[config.mk]
export PLATFORM = sky130hd
export DESIGN_NAME = div_16
export DESIGN_NICKNAME = d
export VERILOG_FILES = /design/src/rtl/div_16.sv
export SDC_FILE = /design/constraint.sdc
export NUM_CORES = 1
export LEC_CHECK = 0
export BUFFER_PORTS_ARGS = -buffer_cell sky130_fd_sc_hd__buf_4
export CORE_MARGIN = 4
export CORE_UTILIZATION = 55
export CTS_CLUSTER_SIZE = 40
export DETAILED_ROUTE_END_ITERATION = 6
export GPL_ROUTABILITY_DRIVEN = 0
export PLACE_DENSITY = 0.87
export SETUP_SLACK_MARGIN = 0.2
export SLEW_MARGIN = 5
export SYNTH_ARGS = -nofsm -noshare
export SYNTH_HDL_FRONTEND = slang
export SYNTH_SLANG_ARGS = --single-unit
[constraint.sdc]
create_clock -name clk -period 8.1 [get_ports clk]
set_clock_uncertainty 0.15 [all_clocks]
set_input_delay 1.62 -clock clk [delete_from_list [all_inputs] [get_ports clk]]
set_output_delay 1.62 -clock clk [all_outputs]
set_load 0.02 [all_outputs]
[src/rtl/div_16.sv]
// Iterative unsigned restoring divider: one quotient bit per clock, start/busy/done handshake.
// States: IDLE = waiting for start | RUN = shift/subtract iterations | DONE = one-cycle result pulse.
module div_16 #(
  parameter int WIDTH = 16
) (
  input  logic             clk,
  input  logic             reset,
  input  logic             start,
  input  logic [WIDTH-1:0] dividend,
  input  logic [WIDTH-1:0] divisor,
  output logic             busy,
  output logic             done,
  output logic [WIDTH-1:0] quotient,
  output logic [WIDTH-1:0] remainder,
  output logic             div_by_zero
);

  localparam int CW = (WIDTH > 1) ? $clog2(WIDTH) : 1;

  typedef enum logic [1:0] {
    S_IDLE = 2'd0,
    S_RUN  = 2'd1,
    S_DONE = 2'd2
  } state_t;

  state_t           r_state;
  logic [WIDTH-1:0] r_q;
  logic [WIDTH-1:0] r_rem;
  logic [WIDTH-1:0] r_divisor;
  logic [CW-1:0]    r_cnt;

  logic [WIDTH:0]   w_shift;
  logic [WIDTH+1:0] w_sum;
  logic             w_carry;
  logic [WIDTH-1:0] w_rem_next;
  logic [WIDTH-1:0] w_q_next;

  // Trial subtraction as a + ~b + 1; a non-borrowing result always has bit WIDTH clear.
  assign w_shift    = {r_rem, r_q[WIDTH-1]};
  assign w_sum      = {1'b0, w_shift} + {1'b0, ~{1'b0, r_divisor}} + {{(WIDTH+1){1'b0}}, 1'b1};
  assign w_carry    = w_sum[WIDTH+1] & ~w_sum[WIDTH];
  assign w_rem_next = w_carry ? w_sum[WIDTH-1:0] : w_shift[WIDTH-1:0];
  assign w_q_next   = {r_q[WIDTH-2:0], w_carry};

  always_ff @(posedge clk) begin
    if (reset) begin
      r_state     <= S_IDLE;
      r_q         <= '0;
      r_rem       <= '0;
      r_divisor   <= '0;
      r_cnt       <= '0;
      busy        <= 1'b0;
      done        <= 1'b0;
      quotient    <= '0;
      remainder   <= '0;
      div_by_zero <= 1'b0;
    end else begin
      case (r_state)
        S_IDLE: begin
          done <= 1'b0;
          if (start) begin
            r_divisor <= divisor;
            if (divisor == '0) begin
              r_state     <= S_DONE;
              done        <= 1'b1;
              quotient    <= '1;
              remainder   <= dividend;
              div_by_zero <= 1'b1;
            end else begin
              r_state <= S_RUN;
              busy    <= 1'b1;
              r_q     <= dividend;
              r_rem   <= '0;
              r_cnt   <= CW'(WIDTH - 1);
            end
          end
        end
        S_RUN: begin
          r_q   <= w_q_next;
          r_rem <= w_rem_next;
          r_cnt <= r_cnt - 1'b1;
          if (r_cnt == '0) begin
            r_state     <= S_DONE;
            busy        <= 1'b0;
            done        <= 1'b1;
            quotient    <= w_q_next;
            remainder   <= w_rem_next;
            div_by_zero <= 1'b0;
          end
        end
        S_DONE: begin
          r_state <= S_IDLE;
          done    <= 1'b0;
        end
        default: begin
          r_state <= S_IDLE;
          busy    <= 1'b0;
          done    <= 1'b0;
        end
      endcase
    end
  end

endmodule

==> results.ini, run 1 <==
[die]
die_area_sq_mm = 0.00968
die-width_um = 98.4
ioPinCount = 70
start_util_pct = 57.3
core_sq_mm = 0.00785
die_h_um = 98.4
rows = 32

[place]
hpwlAfterDp_mm = 8.33
port_buffers = 69
place_ws_ns = 4.06

[critical_path]
cp-end-kind = register
cp-start-kind = input pin
worstPathMaxFanout = 43
path_class = in2reg
crit_required_ns = 8.25
cp_data_arrival_time_ns = 3.78

[global_route]
grt-ovfl-total = 0
antenna_found_initial = 0
grt_max_degree = 89
grt_pass1_vias = 4102
grt_pass1_wl_mm = 19.3
track_usage_pct = 23.9

[yosys]
syn-instance-count = 561
syn_nets = 614
ys_seq_area_share_pct = 39.7
synth-edff-count = 0
ys_ff_latch = 89
synth_most_common_cell = dfxtp_1
synthDistinctLibCells = 57
synthFlopType = dfxtp_1
syn_avg_cell_area_sq_um = 8.01
syn_area_sq_mm = 0.00449
synth_area_leaders = dfxtp_1, nand2_1, nor2_1
yosysTopAreaCellShare_pct = 39.7
synth_common_cells = dfxtp_1, nand2_1, nor2_1
async_flop_share_pct = 0
synth_warnings = 0
netlist.top_cell.by_area = dfxtp_1

[detailed_routing]
drc = 0
drt_wl_total_mm = 11.6
drt_iter0_markers = 339
final_antenna_net_count = 0
wl_per_cell_um = 16.2
num_vias = 4270
vias_per_cell = 5.97
firstDrtPassIters = 5

[clock_tree]
cts_hold_buf = 0
htree_num_levels = 3
worstSkewPairLatency_ns = 0.36
clkSlewWorstSetupHoldPaths_ns = 0.10
cts_root_buffer = clkbuf_8
cts_made_buffers = 9
cts_buffer_depth = 2
cts-resized-gates = 0
cts_sinks = 89
postCtsSetupBuffers = 0
cts_tree = built

[sta]
tns_ns = 0
finalCritPeriodShare_pct = 44.9
worst_slack_ns = 4.46
worst_pin_slew_ns = 1.13
rsz0062_at_grt = no
fin_crit_ns = 3.64
maxSlewHeadroom_pct = 25.0
fmax_ghz = 0.275
final_hold_viol_count = 0
setup_violations = 0
maxSlewViolCount = 0

[cells_and_area]
nets = 661
synthToLayoutAreaGrowth_pct = 16.1
drive_gt1_share_pct = 16.6
insertedDiodeCount = 0

[pwr]
leakage_nw = 2.12
power_density_mw_per_mm2 = 246
ir_drop_mv = 0.164

[job]
max-cap-violations = 0

[run_status]
outcome = finished clean

[worst_hold_path]
worst_hold_path_type = reg2reg

==> registers in the layout, indices dropped and copies added (netlist names), 2 cells and up <==
name       flops
quotient      16
r_divisor     16
r_q           16
r_rem         16
remainder     16
r_cnt          4
r_state        2
==> through the flow <==
stage,power (mW),hold WS (ns),cells,cell area [sq um],utilization [%]
6_report,1.28,0.307,715,5220,66.5
3_5_place_dp,0.972,0.298,699,5010,63.9
5_1_grt,1.35,0.337,715,5220,66.5
2_1_floorplan,0.855,0.286,561,4490,-
3_3_place_gp,0.954,0.294,699,5010,63.9
4_1_cts,1.28,0.310,715,5220,66.5
==> layout by cell type (no fill, tap or decap), types with 5 or more instances in the layout <==
cell type / instances
a211oi_1: 11
a21oi_1: 38
a311oi_1: 22
a31oi_1: 6
a41oi_1: 5
buf_4: 72
clkbuf_8: 9
dfxtp_1: 89
ha_1: 17
inv_1: 21
mux2i_1: 10
nand2_1: 87
nand2b_1: 5
nand3_1: 12
nor2_1: 80
nor3_1: 20
o21ai_0: 10
o21bai_1: 7
xnor2_1: 6
xor2_1: 9
==> final cells by class <==
cell class | instances | area [sq um]
clock buffer | 9 | 124
clock inverter | 7 | 77.6
fill | 674 | 2630
inverter | 21 | 78.8
multi-input combinational | 415 | 2480
sequential | 89 | 1780
tap | 102 | 128
timing repair buffer | 72 | 541
==> logic make-up after synthesis <==
family / synth area share (%)
buffers and inverters: 5.26
muxes: 2.98
xor gates and xnor gates: 2.92
and+or+nand+nor: 23.1
DFF: 39.7
adders and majority gates: 5.18
AOI/OAI and AO/OA: 20.9
==> critical path, cell delays in order <==
cell,delay [ns]
buf_4,0.11
nor4_1,0.46
and4_1,0.26
a21oi_1,0.10
nor3_2,0.15
buf_4,0.40
o21ai_0,0.16
a221o_1,0.37
a31oi_1,0.14
==> worst paths after layout <==
kind                        end           from  depth (start not counted)  slack (ns)
setup / recovery  remainder[15]    divisor[10]                          9        4.46
hold / removal    r_divisor[11]  r_divisor[11]                          2        0.31
setup reg to reg   remainder[4]        r_q[15]                         11        4.49
hold reg to reg   r_divisor[11]  r_divisor[11]                          2        0.31
==> metal layers <==
layer / up-vias / GRT usage [%] / share of wire, % / wire length [um]
met5: - / 0 / 0 / 0
met4: 0 / 5.57 / 1.8 / 212
met3: 29 / 5.14 / 8.2 / 945
met2: 192 / 40.4 / 48 / 5540
met1: 1965 / 31.3 / 42 / 4860
li1: 2084 / - / - / -
==> power breakdown <==
part	switching (mW)	internal, mW
sequential	0.0356	0.487
combinational	0.273	0.176
clock	0.166	0.146
total	0.475	0.808
Note: power is estimated with default switching activity, not from simulation.
==> inputs of run 2 (changes only) <==
ABC_AREA = 1   (was default)
PLACE_DENSITY = 0.86   (was 0.87)
clock period = 3.6 ns   (was 8.1 ns; I/O delays follow)
==> results.ini, run 2 <==
[run_status]
outcome = finished clean

[clock_tree]
cts_made_buffers = 9
cts_buffer_depth = 2
cts_tree = built
cts_root_buffer = clkbuf_8
cts_sinks = 89
clkSlewWorstSetupHoldPaths_ns = 0.10
cts_hold_buf = 0
htree_num_levels = 3
postCtsSetupBuffers = 0
worstSkewPairLatency_ns = 0.37
cts-resized-gates = 0

[cells_and_area]
n_fill_cell = 779
insertedDiodeCount = 0
final_cell_mix = nand2_1, inv_1, dfxtp_1
nets = 835
drive_gt1_share_pct = 15.0
multi_input_area_sq_mm = 0.00251
final_common_cell = nand2_1
fin_cells = 895
seq_area_sq_mm = 0.00178
synthToLayoutAreaGrowth_pct = 14.4
stdcell_area_sq_mm = 0.00558

[die]
ioPinCount = 70
rows = 34
die_area_sq_mm = 0.0104
die_h_um = 102
die-width_um = 102
start_util_pct = 56.2
core_sq_mm = 0.00868

[yosys]
async_flop_share_pct = 0
syn_area_sq_mm = 0.00488
ys_ff_latch = 89
synthDistinctLibCells = 35
syn_avg_cell_area_sq_um = 6.67
synth_most_common_cell = nand2_1
syn_nets = 785
synth_common_cells = nand2_1, inv_1, dfxtp_1
syn-instance-count = 732
netlist.top_cell.by_area = dfxtp_1
synth_warnings = 0
yosysTopAreaCellShare_pct = 36.5
synth-edff-count = 0
ys_seq_area_share_pct = 36.5
synth_area_leaders = dfxtp_1, nand2_1, inv_1
synthFlopType = dfxtp_1

[sta]
fmax_ghz = 0.352
worst_slack_ns = 0.758
fin_crit_ns = 2.84
finalCritPeriodShare_pct = 79.0
final_hold_viol_count = 0
maxSlewHeadroom_pct = 36.4
worst_pin_slew_ns = 0.953
setup_violations = 0
maxSlewViolCount = 0
rsz0062_at_grt = no
tns_ns = 0

[detailed_routing]
drt_iter0_markers = 392
top_layer = met4
drt_wl_total_mm = 12.6
firstDrtPassIters = 5
num_vias = 4909
vias_per_cell = 5.48
wl_met3_um = 746
drt-met1-wl_mm = 5.00
final_antenna_net_count = 0
drc = 0
wl_per_cell_um = 14.1
met2_length_mm = 6.33

[critical_path]
r2r_setup_slack_ns = 0.76
cp-end-kind = register
crit-reg2reg-launch = r_state[0]
cp-startpoint = r_state[0]
critical-path-slowest-cell = or2_1
path_common_cell = inv_2
path_buf_inv = 6
reg2regPathDepth = 13
critPathMaxStageDelay_ns = 0.51
crit_path_cell_trace = inv_1, nor2_2, inv_2, buf_4, a21oi_2, inv_2, nand3_1, or2_1, inv_2, nor2_1, nor2_1, nand2_1, inv_1
worstPathMaxFanout = 47
r2r-end = remainder[1]
path_delay_family = simple AND/OR/NAND/NOR gates
path_class = reg2reg
cp-start-kind = register
cp.depth = 13
crit_end = remainder[1]
crit_required_ns = 3.73
cp_data_arrival_time_ns = 2.97

[place]
hpwlAfterDp_mm = 9.33
place_ws_ns = 0.719
port_buffers = 69
place_area_sq_mm = 0.00540
dp.cells = 879

[global_route]
grt-ovfl-total = 0
antenna_found_initial = 0
grt_pass1_wl_mm = 20.8
grt_max_degree = 48
grt_pass1_vias = 4668
track_usage_pct = 25.1

[job]
max-cap-violations = 0

[pwr]
leakage_nw = 2.87
power_density_mw_per_mm2 = 471
ir_drop_mv = 0.360

[worst_hold_path]
hold-path-cell-count = 2
worst_hold_path_type = reg2reg

==> run 2: cell count changes in the layout (fill, tap and decap cells not counted), moves of 10 or more <==
cell and delta:
nor3_1 -16, a21oi_1 +23, nand2_1 +65, a311oi_1 -22
o22ai_1 +10, nand3_1 +60, o21ai_0 +42, nand3_2 +10
a211oi_1 -11, inv_1 +83, mux2i_1 -10
==> run 2: how the worst min path moves through the flow <==
stage | start | end | slack (ns)
2_1_floorplan | r_divisor[15] | r_divisor[15] | 0.28
3_3_place_gp | r_q[6] | r_q[6] | 0.30
3_5_place_dp | r_divisor[6] | r_divisor[6] | 0.30
4_1_cts | r_divisor[6] | r_divisor[6] | 0.32
5_1_grt | r_divisor[6] | r_divisor[6] | 0.34
6_report | r_divisor[6] | r_divisor[6] | 0.31
==> run 2: logic make-up (layout without fill, tap and decap cells) <==
logic type      count (synthesis)  after routing  share of synthesized area, %
flops                          89             89                          36.5
simple gates                  335            335                          30.0
compound gates                138            138                          15.1
fa+ha+maj                      18             18                          4.77
xor+xnor                        9              9                          1.62
buf+inv                       143            198                          12.1
==> run 2: metrics by stage <==
step | hold WS [ns] | power, mW | utilization [%]
global placement | 0.302 | 1.93 | 62.2
detailed placement | 0.303 | 1.96 | 62.2
finish | 0.313 | 2.63 | 64.3
floorplan | 0.283 | 1.73 | -
global route | 0.337 | 2.79 | 64.3
CTS | 0.317 | 2.63 | 64.3
==> run 2: routing by layer <==
layer  vias up  track usage, %
li1       2437               -
met1      2252            29.7
met2       177            42.7
met3        43            4.23
met4         0            14.6
met5         -               0
==> run 2: worst register-to-register path, cell delays in order, from the launching register on <==
cell and delay, ns:
dfxtp_1 0.39, inv_1 0.08, nor2_2 0.12, inv_2 0.04
buf_4 0.25, a21oi_2 0.25, inv_2 0.07, nand3_1 0.06
or2_1 0.51, inv_2 0.41, nor2_1 0.24, nor2_1 0.06
nand2_1 0.09, inv_1 0.04
==> run 2: report_power, final <==
group | switching, mW | internal, mW
registers | 0.0626 | 1.10
clock network | 0.410 | 0.267
logic | 0.510 | 0.284
==> run 2: layout make-up <==
class / instances / area share (%)
clock inverters: 7 / 1.10
clock buffers: 9 / 2.22
flip-flops and latches: 89 / 31.9
multi-input cells: 500 / 45.0
well taps: 108 / 2.42
repair buffers: 73 / 10.0
inverters: 109 / 7.33
